==> src/rtl/spi_arbiter_pkg.sv <==
// Shared definitions for the SPI master arbiter: FSM state encoding and byte width.
package spi_arbiter_pkg;

  localparam int BYTE_W = 8;

  typedef enum logic [1:0] {
    IDLE = 2'd0,
    WAIT = 2'd1,
    HOLD = 2'd2
  } arb_state_e;

endpackage

==> src/rtl/spi_rr_pick.sv <==
// Combinational round-robin pick: first set request at or above rr_ptr, wrapping.
module spi_rr_pick #(
  parameter int NUM_REQ = 4,
  parameter int IDX_W   = $clog2(NUM_REQ)
) (
  input  logic [NUM_REQ-1:0] req,
  input  logic [IDX_W-1:0]   rr_ptr,
  output logic [NUM_REQ-1:0] onehot,
  output logic [IDX_W-1:0]   index,
  output logic               any
);

  // Scan candidates in rotated order; the first hit wins.
  always_comb begin : pick_p
    int               sum_v;
    logic [IDX_W-1:0] cand_v;
    onehot = '0;
    index  = '0;
    any    = 1'b0;
    sum_v  = 0;
    cand_v = '0;
    for (int k = 0; k < NUM_REQ; k++) begin
      sum_v = int'(rr_ptr) + k;
      if (sum_v >= NUM_REQ) begin
        sum_v = sum_v - NUM_REQ;
      end else begin
        sum_v = sum_v;
      end
      cand_v = IDX_W'(sum_v);
      if (!any && req[cand_v]) begin
        any            = 1'b1;
        index          = cand_v;
        onehot[cand_v] = 1'b1;
      end else begin
        any = any;
      end
    end
  end

endmodule

==> src/rtl/spi_arbiter.sv <==
// Round-robin arbiter sharing one spi_master byte engine; grants are locked per burst.
// Optional watchdog abort enabled by defining SPI_ARB_TIMEOUT_EN.
module spi_arbiter
  import spi_arbiter_pkg::*;
#(
  parameter int NUM_REQ     = 4,
  parameter int TIMEOUT_CYC = 4096
) (
  input  logic                      clk,
  input  logic                      reset_n,
  input  logic [NUM_REQ-1:0]        req,
  input  logic [BYTE_W*NUM_REQ-1:0] req_data,
  input  logic [NUM_REQ-1:0]        req_last,
  output logic [NUM_REQ-1:0]        req_ack,
  output logic [NUM_REQ-1:0]        grant,
  output logic [NUM_REQ-1:0]        rsp_valid,
  output logic [BYTE_W-1:0]         rsp_data,
  output logic                      err,
  output logic                      m_start,
  output logic [BYTE_W-1:0]         m_data,
  input  logic [BYTE_W-1:0]         m_data_out,
  input  logic                      m_done
);

  localparam int IDX_W = $clog2(NUM_REQ);

  arb_state_e         state_r, state_s;
  logic [IDX_W-1:0]   rr_ptr_r, rr_ptr_s;
  logic [IDX_W-1:0]   idx_r, idx_s;
  logic               last_q_r, last_q_s;
  logic [NUM_REQ-1:0] grant_r, grant_s;
  logic [NUM_REQ-1:0] req_ack_r, req_ack_s;
  logic [NUM_REQ-1:0] rsp_valid_r, rsp_valid_s;
  logic [BYTE_W-1:0]  rsp_data_r, rsp_data_s;
  logic               err_r, err_s;
  logic               m_start_r, m_start_s;
  logic [BYTE_W-1:0]  m_data_r, m_data_s;

  logic [NUM_REQ-1:0] pick_onehot_s;
  logic [IDX_W-1:0]   pick_index_s;
  logic               pick_any_s;
  logic               issue_s;
  logic [IDX_W-1:0]   issue_idx_s;
  logic [NUM_REQ-1:0] issue_onehot_s;
  logic               timeout_s;

  function automatic logic [IDX_W-1:0] advance_ptr(input logic [IDX_W-1:0] idx);
    if (idx == IDX_W'(NUM_REQ - 1)) begin
      return '0;
    end else begin
      return idx + IDX_W'(1);
    end
  endfunction

  spi_rr_pick #(
    .NUM_REQ (NUM_REQ),
    .IDX_W   (IDX_W)
  ) u_pick (
    .req    (req),
    .rr_ptr (rr_ptr_r),
    .onehot (pick_onehot_s),
    .index  (pick_index_s),
    .any    (pick_any_s)
  );

`ifdef SPI_ARB_TIMEOUT_EN
  localparam int CNT_W = $clog2(TIMEOUT_CYC + 1);
  logic [CNT_W-1:0] cnt_r;

  assign timeout_s = (cnt_r == CNT_W'(TIMEOUT_CYC - 1));

  // Cycles spent in the current WAIT/HOLD visit; restarts on every state change.
  always_ff @(posedge clk) begin
    if (!reset_n) begin
      cnt_r <= '0;
    end else if (state_s != state_r) begin
      cnt_r <= '0;
    end else if (state_r != IDLE) begin
      cnt_r <= cnt_r + CNT_W'(1);
    end else begin
      cnt_r <= cnt_r;
    end
  end
`else
  logic unused_cfg_s;
  assign unused_cfg_s = (TIMEOUT_CYC > 0);
  assign timeout_s    = 1'b0;
`endif

  // In HOLD the owner is fixed, so the next byte bypasses arbitration.
  assign issue_idx_s    = (state_r == HOLD) ? idx_r   : pick_index_s;
  assign issue_onehot_s = (state_r == HOLD) ? grant_r : pick_onehot_s;

  // Next-state and next-output logic for all registered outputs.
  always_comb begin
    state_s     = state_r;
    rr_ptr_s    = rr_ptr_r;
    idx_s       = idx_r;
    last_q_s    = last_q_r;
    grant_s     = grant_r;
    req_ack_s   = '0;
    rsp_valid_s = '0;
    rsp_data_s  = rsp_data_r;
    err_s       = 1'b0;
    m_start_s   = 1'b0;
    m_data_s    = m_data_r;
    issue_s     = 1'b0;
    case (state_r)
      IDLE: begin
        if (pick_any_s) begin
          issue_s = 1'b1;
        end else begin
          state_s = IDLE;
        end
      end
      WAIT: begin
        if (m_done) begin
          rsp_data_s  = m_data_out;
          rsp_valid_s = grant_r;
          if (last_q_r) begin
            grant_s  = '0;
            rr_ptr_s = advance_ptr(idx_r);
            state_s  = IDLE;
          end else begin
            state_s = HOLD;
          end
        end else if (timeout_s) begin
          err_s    = 1'b1;
          grant_s  = '0;
          rr_ptr_s = advance_ptr(idx_r);
          state_s  = IDLE;
        end else begin
          state_s = WAIT;
        end
      end
      HOLD: begin
        if (req[idx_r]) begin
          issue_s = 1'b1;
        end else if (timeout_s) begin
          err_s    = 1'b1;
          grant_s  = '0;
          rr_ptr_s = advance_ptr(idx_r);
          state_s  = IDLE;
        end else begin
          state_s = HOLD;
        end
      end
      default: begin
        state_s = IDLE;
        grant_s = '0;
      end
    endcase
    if (issue_s) begin
      grant_s   = issue_onehot_s;
      req_ack_s = issue_onehot_s;
      m_start_s = 1'b1;
      m_data_s  = req_data[int'(issue_idx_s)*BYTE_W +: BYTE_W];
      last_q_s  = req_last[issue_idx_s];
      idx_s     = issue_idx_s;
      state_s   = WAIT;
    end else begin
      state_s = state_s;
    end
  end

  // State and output registers.
  always_ff @(posedge clk) begin
    if (!reset_n) begin
      state_r     <= IDLE;
      rr_ptr_r    <= '0;
      idx_r       <= '0;
      last_q_r    <= 1'b0;
      grant_r     <= '0;
      req_ack_r   <= '0;
      rsp_valid_r <= '0;
      rsp_data_r  <= '0;
      err_r       <= 1'b0;
      m_start_r   <= 1'b0;
      m_data_r    <= '0;
    end else begin
      state_r     <= state_s;
      rr_ptr_r    <= rr_ptr_s;
      idx_r       <= idx_s;
      last_q_r    <= last_q_s;
      grant_r     <= grant_s;
      req_ack_r   <= req_ack_s;
      rsp_valid_r <= rsp_valid_s;
      rsp_data_r  <= rsp_data_s;
      err_r       <= err_s;
      m_start_r   <= m_start_s;
      m_data_r    <= m_data_s;
    end
  end

  assign grant     = grant_r;
  assign req_ack   = req_ack_r;
  assign rsp_valid = rsp_valid_r;
  assign rsp_data  = rsp_data_r;
  assign err       = err_r;
  assign m_start   = m_start_r;
  assign m_data    = m_data_r;

endmodule
==> config.mk <==
export PLATFORM = sky130hd
export DESIGN_NAME = spi_arbiter
export DESIGN_NICKNAME = d
export VERILOG_FILES = /design/src/rtl/spi_arbiter_pkg.sv /design/src/rtl/spi_rr_pick.sv /design/src/rtl/spi_arbiter.sv
export SDC_FILE = /design/constraint.sdc
export NUM_CORES = 1
export LEC_CHECK = 0
export CAP_MARGIN = 0
export CELL_PAD_IN_SITES_DETAIL_PLACEMENT = 0
export CELL_PAD_IN_SITES_GLOBAL_PLACEMENT = 1
export CORE_MARGIN = 1.5
export CORE_UTILIZATION = 25
export CTS_CLUSTER_SIZE = 12
export DETAILED_ROUTE_END_ITERATION = 16
export PLACE_DENSITY_LB_ADDON = 0.12
export SLEW_MARGIN = 5
export SYNTH_ARGS = -nofsm -noshare
export SYNTH_HDL_FRONTEND = slang
export SYNTH_SLANG_ARGS = --single-unit
==> constraint.sdc <==
create_clock -name clk -period 6.4 [get_ports clk]
set_input_delay 0.96 -clock clk [delete_from_list [all_inputs] [get_ports clk]]
set_output_delay 0.96 -clock clk [all_outputs]
set_load 0.01 [all_outputs]
# Word level (Yosys, flattened, before mapping)
# Index checks and enable logic that the tools add are counted.
dict set report classes {
  add_sub_neg 8
  order_cmp 14
  n_eq_ne 10
  n_shift 1
  mux 53
  n_bitwise 4
  n_reduce_logical 20
}
# op n
set op_table {}
lappend op_table {{2-to-1 mux 4 bit} 8}
lappend op_table {{variable part select 32 x 6 -> 8 bit} 1}
lappend op_table {{2-to-1 mux 2 bit} 14}
lappend op_table {{< comparator 2 x 3 -> 1 bit, second input constant} 6}
lappend op_table {{2-to-1 mux 1 bit} 18}
lappend op_table {{binary-select mux 1 bit (select 2 bit)} 6}
lappend op_table {{!= test 3 bit, second input constant} 4}
lappend op_table {{bitwise OR 4 bit} 3}
lappend op_table {{greater-or-equal comparator 3 bit, second input constant} 3}
lappend op_table {{AND reduction 3 bit} 3}
lappend op_table {{demux 1 bit (select 2 bit)} 4}
lappend op_table {{greater-or-equal comparator 2 x 1 -> 1 bit, second input constant} 4}
lappend op_table {{case mux 4 bit (2 select lines)} 1}
lappend op_table {{AND reduction 2 bit} 4}
lappend op_table {{subtractor 2 x 1 -> 2 bit, second input constant} 4}
lappend op_table {{logical AND 1 bit} 7}
lappend op_table {{adder 2 x 2 -> 3 bit, second input constant} 2}
lappend op_table {{case mux 2 bit (3 select lines)} 1}
lappend op_table {{== test 2 bit, second input constant} 2}
lappend op_table {{!= test 2 bit, second input constant} 2}
lappend op_table {{OR reduction 2 bit} 2}
lappend op_table {{adder 2 x 1 -> 3 bit, second input constant} 1}
lappend op_table {{greater-or-equal comparator 2 x 3 -> 1 bit, second input constant} 1}
lappend op_table {{logical NOT 1 bit} 3}
lappend op_table {{other kinds (6)} 6}
dict set report word_totals {
  reg_bits 36
  in_bits 51
  out_inout_bits 30
  wordCells 121
}

# Depth between registers and ports, before layout
dict set report depth {
  word_depth 18
  depth_mapped 12
  mapped_depth_nobuf 8
}

# Cells and area by module
# From an unflattened synthesis, not the netlist that was laid out.
dict set report unflattened {
  hier_cells 189
  hier_area_um2 1950.6
}
# module instances cells_per_inst area_each_um2 seq_area_each_um2
set by_module_without_submodules {}
lappend by_module_without_submodules {spi_arbiter 1 144 1531.5 720.7}
lappend by_module_without_submodules {spi_rr_pick 1 45 419.2 0.0}

# Least setup slack after synthesis
# No wires, ideal clock.
dict set report synth_timing {
  path_type {register to register}
  startpoint {register rr_ptr_r[0]}
  endpoint {register last_q_r}
  setup_ns 0.122
  t_arrival_ns 2.780
  t_required_ns 6.278
  slack_ns 3.499
  stages_incl_launch_ff 12
  n_path_buf 3
  synth_period_minus_slack_ns 2.901
  path_cell_list {dfxtp_1 -> buf_6 -> inv_1 -> ha_1 -> buf_2 -> nor4bb_1 -> a311o_1 -> or2_1 -> buf_6 -> o21ai_4 -> mux2_2 -> a221o_1}
}
dict set report synth_between {
  elab_chain_len 17
  word_cells_on_any_way 42
  classes_between {add/sub: 7; order compare: 4; mux: 25; reduce/logical: 6}
}
# item line
set synth_rtl {}
lappend synth_rtl {{start: declaration} spi_arbiter.sv:28} ;# logic [IDX_W-1:0] rr_ptr_r, rr_ptr_s;
lappend synth_rtl {{start signal: assignment} spi_arbiter.sv:182} ;# rr_ptr_r <= rr_ptr_s;
lappend synth_rtl {{branches (longest 17 deep; another with adder 2 x 1 -> 3 bit)} -}
lappend synth_rtl {{end signal: assignment} spi_arbiter.sv:184} ;# last_q_r <= last_q_s;
lappend synth_rtl {{end: declaration} spi_arbiter.sv:30} ;# logic last_q_r, last_q_s;
# Parallel ways; which one is timed is not known. The select of a mux whose other input is x is not followed.
# A chain may end at the register's enable or synchronous reset.

# Final worst setup path
dict set report layout_timing {
  startpoint {register rr_ptr_r[0]}
  endpoint {register m_data_r[3] (netlist: m_data[3])}
}
dict set report layout_between {
  elab_chain_len 16
  word_cells_on_any_way 41
  classes_between {add/sub: 7; order compare: 4; shift: 1; mux: 23; reduce/logical: 6}
}
# item line
set layout_rtl {}
lappend layout_rtl {{branches (longest 16 deep; another with adder 2 x 1 -> 3 bit)} -}
lappend layout_rtl {{end signal: assignment} spi_arbiter.sv:191} ;# m_data_r <= m_data_s;
lappend layout_rtl {{end: declaration} spi_arbiter.sv:37} ;# logic [BYTE_W-1:0] m_data_r, m_data_s;
# Parallel ways; which one is timed is not known. The select of a mux whose other input is x is not followed.

==> results.json <==
{
  "grt_usage": 0.136,
  "reg2reg_to": "m_data[3]",
  "drc_errors": 0,
  "cp.arrival_ns": 4.03,
  "grt_max_degree": 21,
  "critical_path.endpoint_type": "flip-flop",
  "r2r_cells": 8,
  "switching_share": 0.269,
  "fin_skew_ns": 0.0121,
  "n_antenna_cell": 0,
  "multi_input_area_mm2": 0.00144,
  "drive_gt1_frac": 0.126,
  "wl_per_cell_um": 16.0,
  "final_common_cell": "clkdlybuf4s50_1",
  "cts_max_level": 2,
  "ant_nets": 0,
  "synthCells": 240,
  "final_cells": 418,
  "syn-num-nets": 300,
  "first_global_vias": 2058,
  "rrSetupSlack_ns": 2.54,
  "post-place-cells": 410,
  "outcome": "finished, final reports clean",
  "finalSetupTns_ns": 0,
  "routed_via_density": 5.05,
  "antenna_found_initial": 0,
  "period_share": 0.603,
  "p_switching_mw": 0.164,
  "ctsHoldBuffers": 0,
  "start_util": 0.261,
  "clock_sinks": 36,
  "portBuffers": 79,
  "clockBufferDepth": 2,
  "dp_hpwl_um": 4910,
  "clkTransAtPathRegs_ns": 0.07,
  "final_cell_mix": "clkdlybuf4s50_1, dfxtp_1, a21oi_1, nand2_1, o211ai_1",
  "post_cts_buffers": 0,
  "start_kind": "flip-flop",
  "grt_pass1_wl_um": 10700,
  "pwr-share-seq": 0.415,
  "min-delay-start": "rsp_data[1]",
  "internal-power_mw": 0.444,
  "combinationalPowerShare": 0.257,
  "die_x_um": 99.0,
  "maxSlewViolCount": 0,
  "cts_resized": 0,
  "yosysSeqAreaShare": 0.313,
  "cp_max_fo": 20,
  "power.density_mw_per_mm2": 188,
  "syn2layout_area_growth_pct": 39.8,
  "finalHoldViolCount": 0,
  "rr_startpoint": "rr_ptr_r[0]",
  "fmax_mhz": 259,
  "min_path_cells": 2,
  "drt-initial-drc-count": 115,
  "synthFlopType": "dfxtp_1",
  "synth-edff-count": 0,
  "insertion_delay_ns": 0.29,
  "criticalPathCategory": "reg2reg",
  "relSlewSlack": 0.507,
  "rsz0062_at_grt": "false",
  "holdPathEnd": "rsp_data[1]",
  "synth.cell_area_mm2": 0.00231,
  "finalSetupViolCount": 0,
  "synth.area.top_cells": "dfxtp_1, o211ai_1, a221o_1, a21oi_1, ha_1",
  "place.gp.congestion": 0.751,
  "clkPwrFrac": 0.328,
  "avgSynthCellArea_um2": 9.61,
  "synth_warnings": 0,
  "fin_nets": 369,
  "synth.distinct_cells": 57,
  "dieArea_mm2": 0.00981,
  "via_count": 2110,
  "cts-root-buf": "clkbuf_8",
  "gr-total-overflow": 0,
  "peakVddDrop_mv": 0.0817,
  "tightestPinTransition_ns": 0.740,
  "p_leak_nw": 1.17,
  "routed_wl_um": 6680,
  "hold_class": "reg2reg",
  "rows": 34,
  "die_y_um": 99.0,
  "regArea_um2": 721,
  "core_area_mm2": 0.00885,
  "synth_seq_cells": 36,
  "dr.pass1.iters": 6,
  "io-pin-count": 81,
  "n_fill_cell": 913,
  "cp.required_ns": 6.57,
  "synth_top_area_cell": "dfxtp_1",
  "min_period_ns": 3.86,
  "drv.max_cap_violation_count": 0,
  "cts_buffers": 5,
  "synth_top_area_frac": 0.313,
  "async_flop_share": 0,
  "cts_tree": "yes"
}
## synthesized netlist by cell type (all sizes together), types with 4 or more instances
cell / n
inv: 8
nor3: 9
or2: 4
ha: 9
dfxtp: 36
nor2b: 6
a21o: 4
buf: 13
nand3b: 4
o211ai: 19
mux2i: 4
a221o: 13
and3: 4
mux2: 10
o21ai: 4
a221oi: 5
a21oi: 23
and2: 5
clkbuf: 4
nand2: 23
## how the worst max path moves through the flow
| stage | from | end | slack, ns | depth (start not counted) |
|---|---|---|---|---|
| 2_1_floorplan | rr_ptr_r[0] | last_q_r | 3.50 | 11 |
| 3_3_place_gp | req[3] | m_data[1] | 2.50 | 7 |
| 3_5_place_dp | req[3] | m_data[4] | 2.47 | 7 |
| 4_1_cts | rr_ptr_r[0] | m_data[2] | 2.51 | 8 |
| 5_1_grt | rr_ptr_r[0] | m_data[3] | 2.21 | 8 |
| 6_report | rr_ptr_r[0] | m_data[3] | 2.54 | 8 |
## worst max-delay path, stage by stage, from the launching register on
cell     delay, ns
dfxtp_1       0.78
inv_1         0.32
ha_1          0.69
mux2i_1       0.24
nor3_1        0.10
o32a_1        0.53
o21ai_4       0.38
mux2_2        0.38
a221o_1       0.32
## cell families after synthesis
logic type | after synthesis | synth area share
flops | 36 | 0.313
mux | 17 | 0.0971
compound gates | 82 | 0.296
other cells | 1 | 0.00163
buf+inv | 25 | 0.0635
fa+ha+maj | 9 | 0.0488
simple gates | 70 | 0.181
## state kept, by name, summed over array words and instances (netlist names)
signal / count
m_data: 8
grant: 4
rsp_valid: 4
rr_ptr_r: 2
rsp_data: 8
m_start: 1
req_ack: 4
idx_r: 2
last_q_r: 1
state_r: 2
## layer usage
metal,share of wire,up-vias,global-route usage
met5,0,-,0
met4,0.011,0,0.0374
met3,0.045,5,0.0248
met2,0.46,59,0.208
met1,0.48,992,0.195
li1,-,1054,-
## area by class of cell
class | count | share of cell area
multi-input combinational | 179 | 0.446
timing repair buffer | 79 | 0.245
sequential | 36 | 0.224
tap | 108 | 0.0419
clock buffer | 6 | 0.0225
clock inverter | 2 | 0.0109
inverter | 8 | 0.00932
## power by group through the flow
stage / clock network, mW / logic [mW] / registers [mW]
after floorplan: 0 / 0.0802 / 0.260
after global placement: 0 / 0.157 / 0.257
after detailed placement: 0 / 0.157 / 0.257
after CTS: 0.207 / 0.158 / 0.252
after global routing: 0.215 / 0.169 / 0.254
final: 0.199 / 0.156 / 0.252
## through the flow
step | area, um2 | hold WS (ns) | setup slack, ns | power, mW | util
floorplan | 2310 | 0.481 | 3.50 | 0.340 | -
global placement | 3120 | 0.442 | 2.50 | 0.414 | 0.352
finish | 3220 | 0.453 | 2.54 | 0.607 | 0.364
detailed placement | 3120 | 0.449 | 2.47 | 0.414 | 0.352
global route | 3220 | 0.481 | 2.21 | 0.638 | 0.364
CTS | 3220 | 0.458 | 2.51 | 0.617 | 0.364
Power figures use the tool's default switching activity.
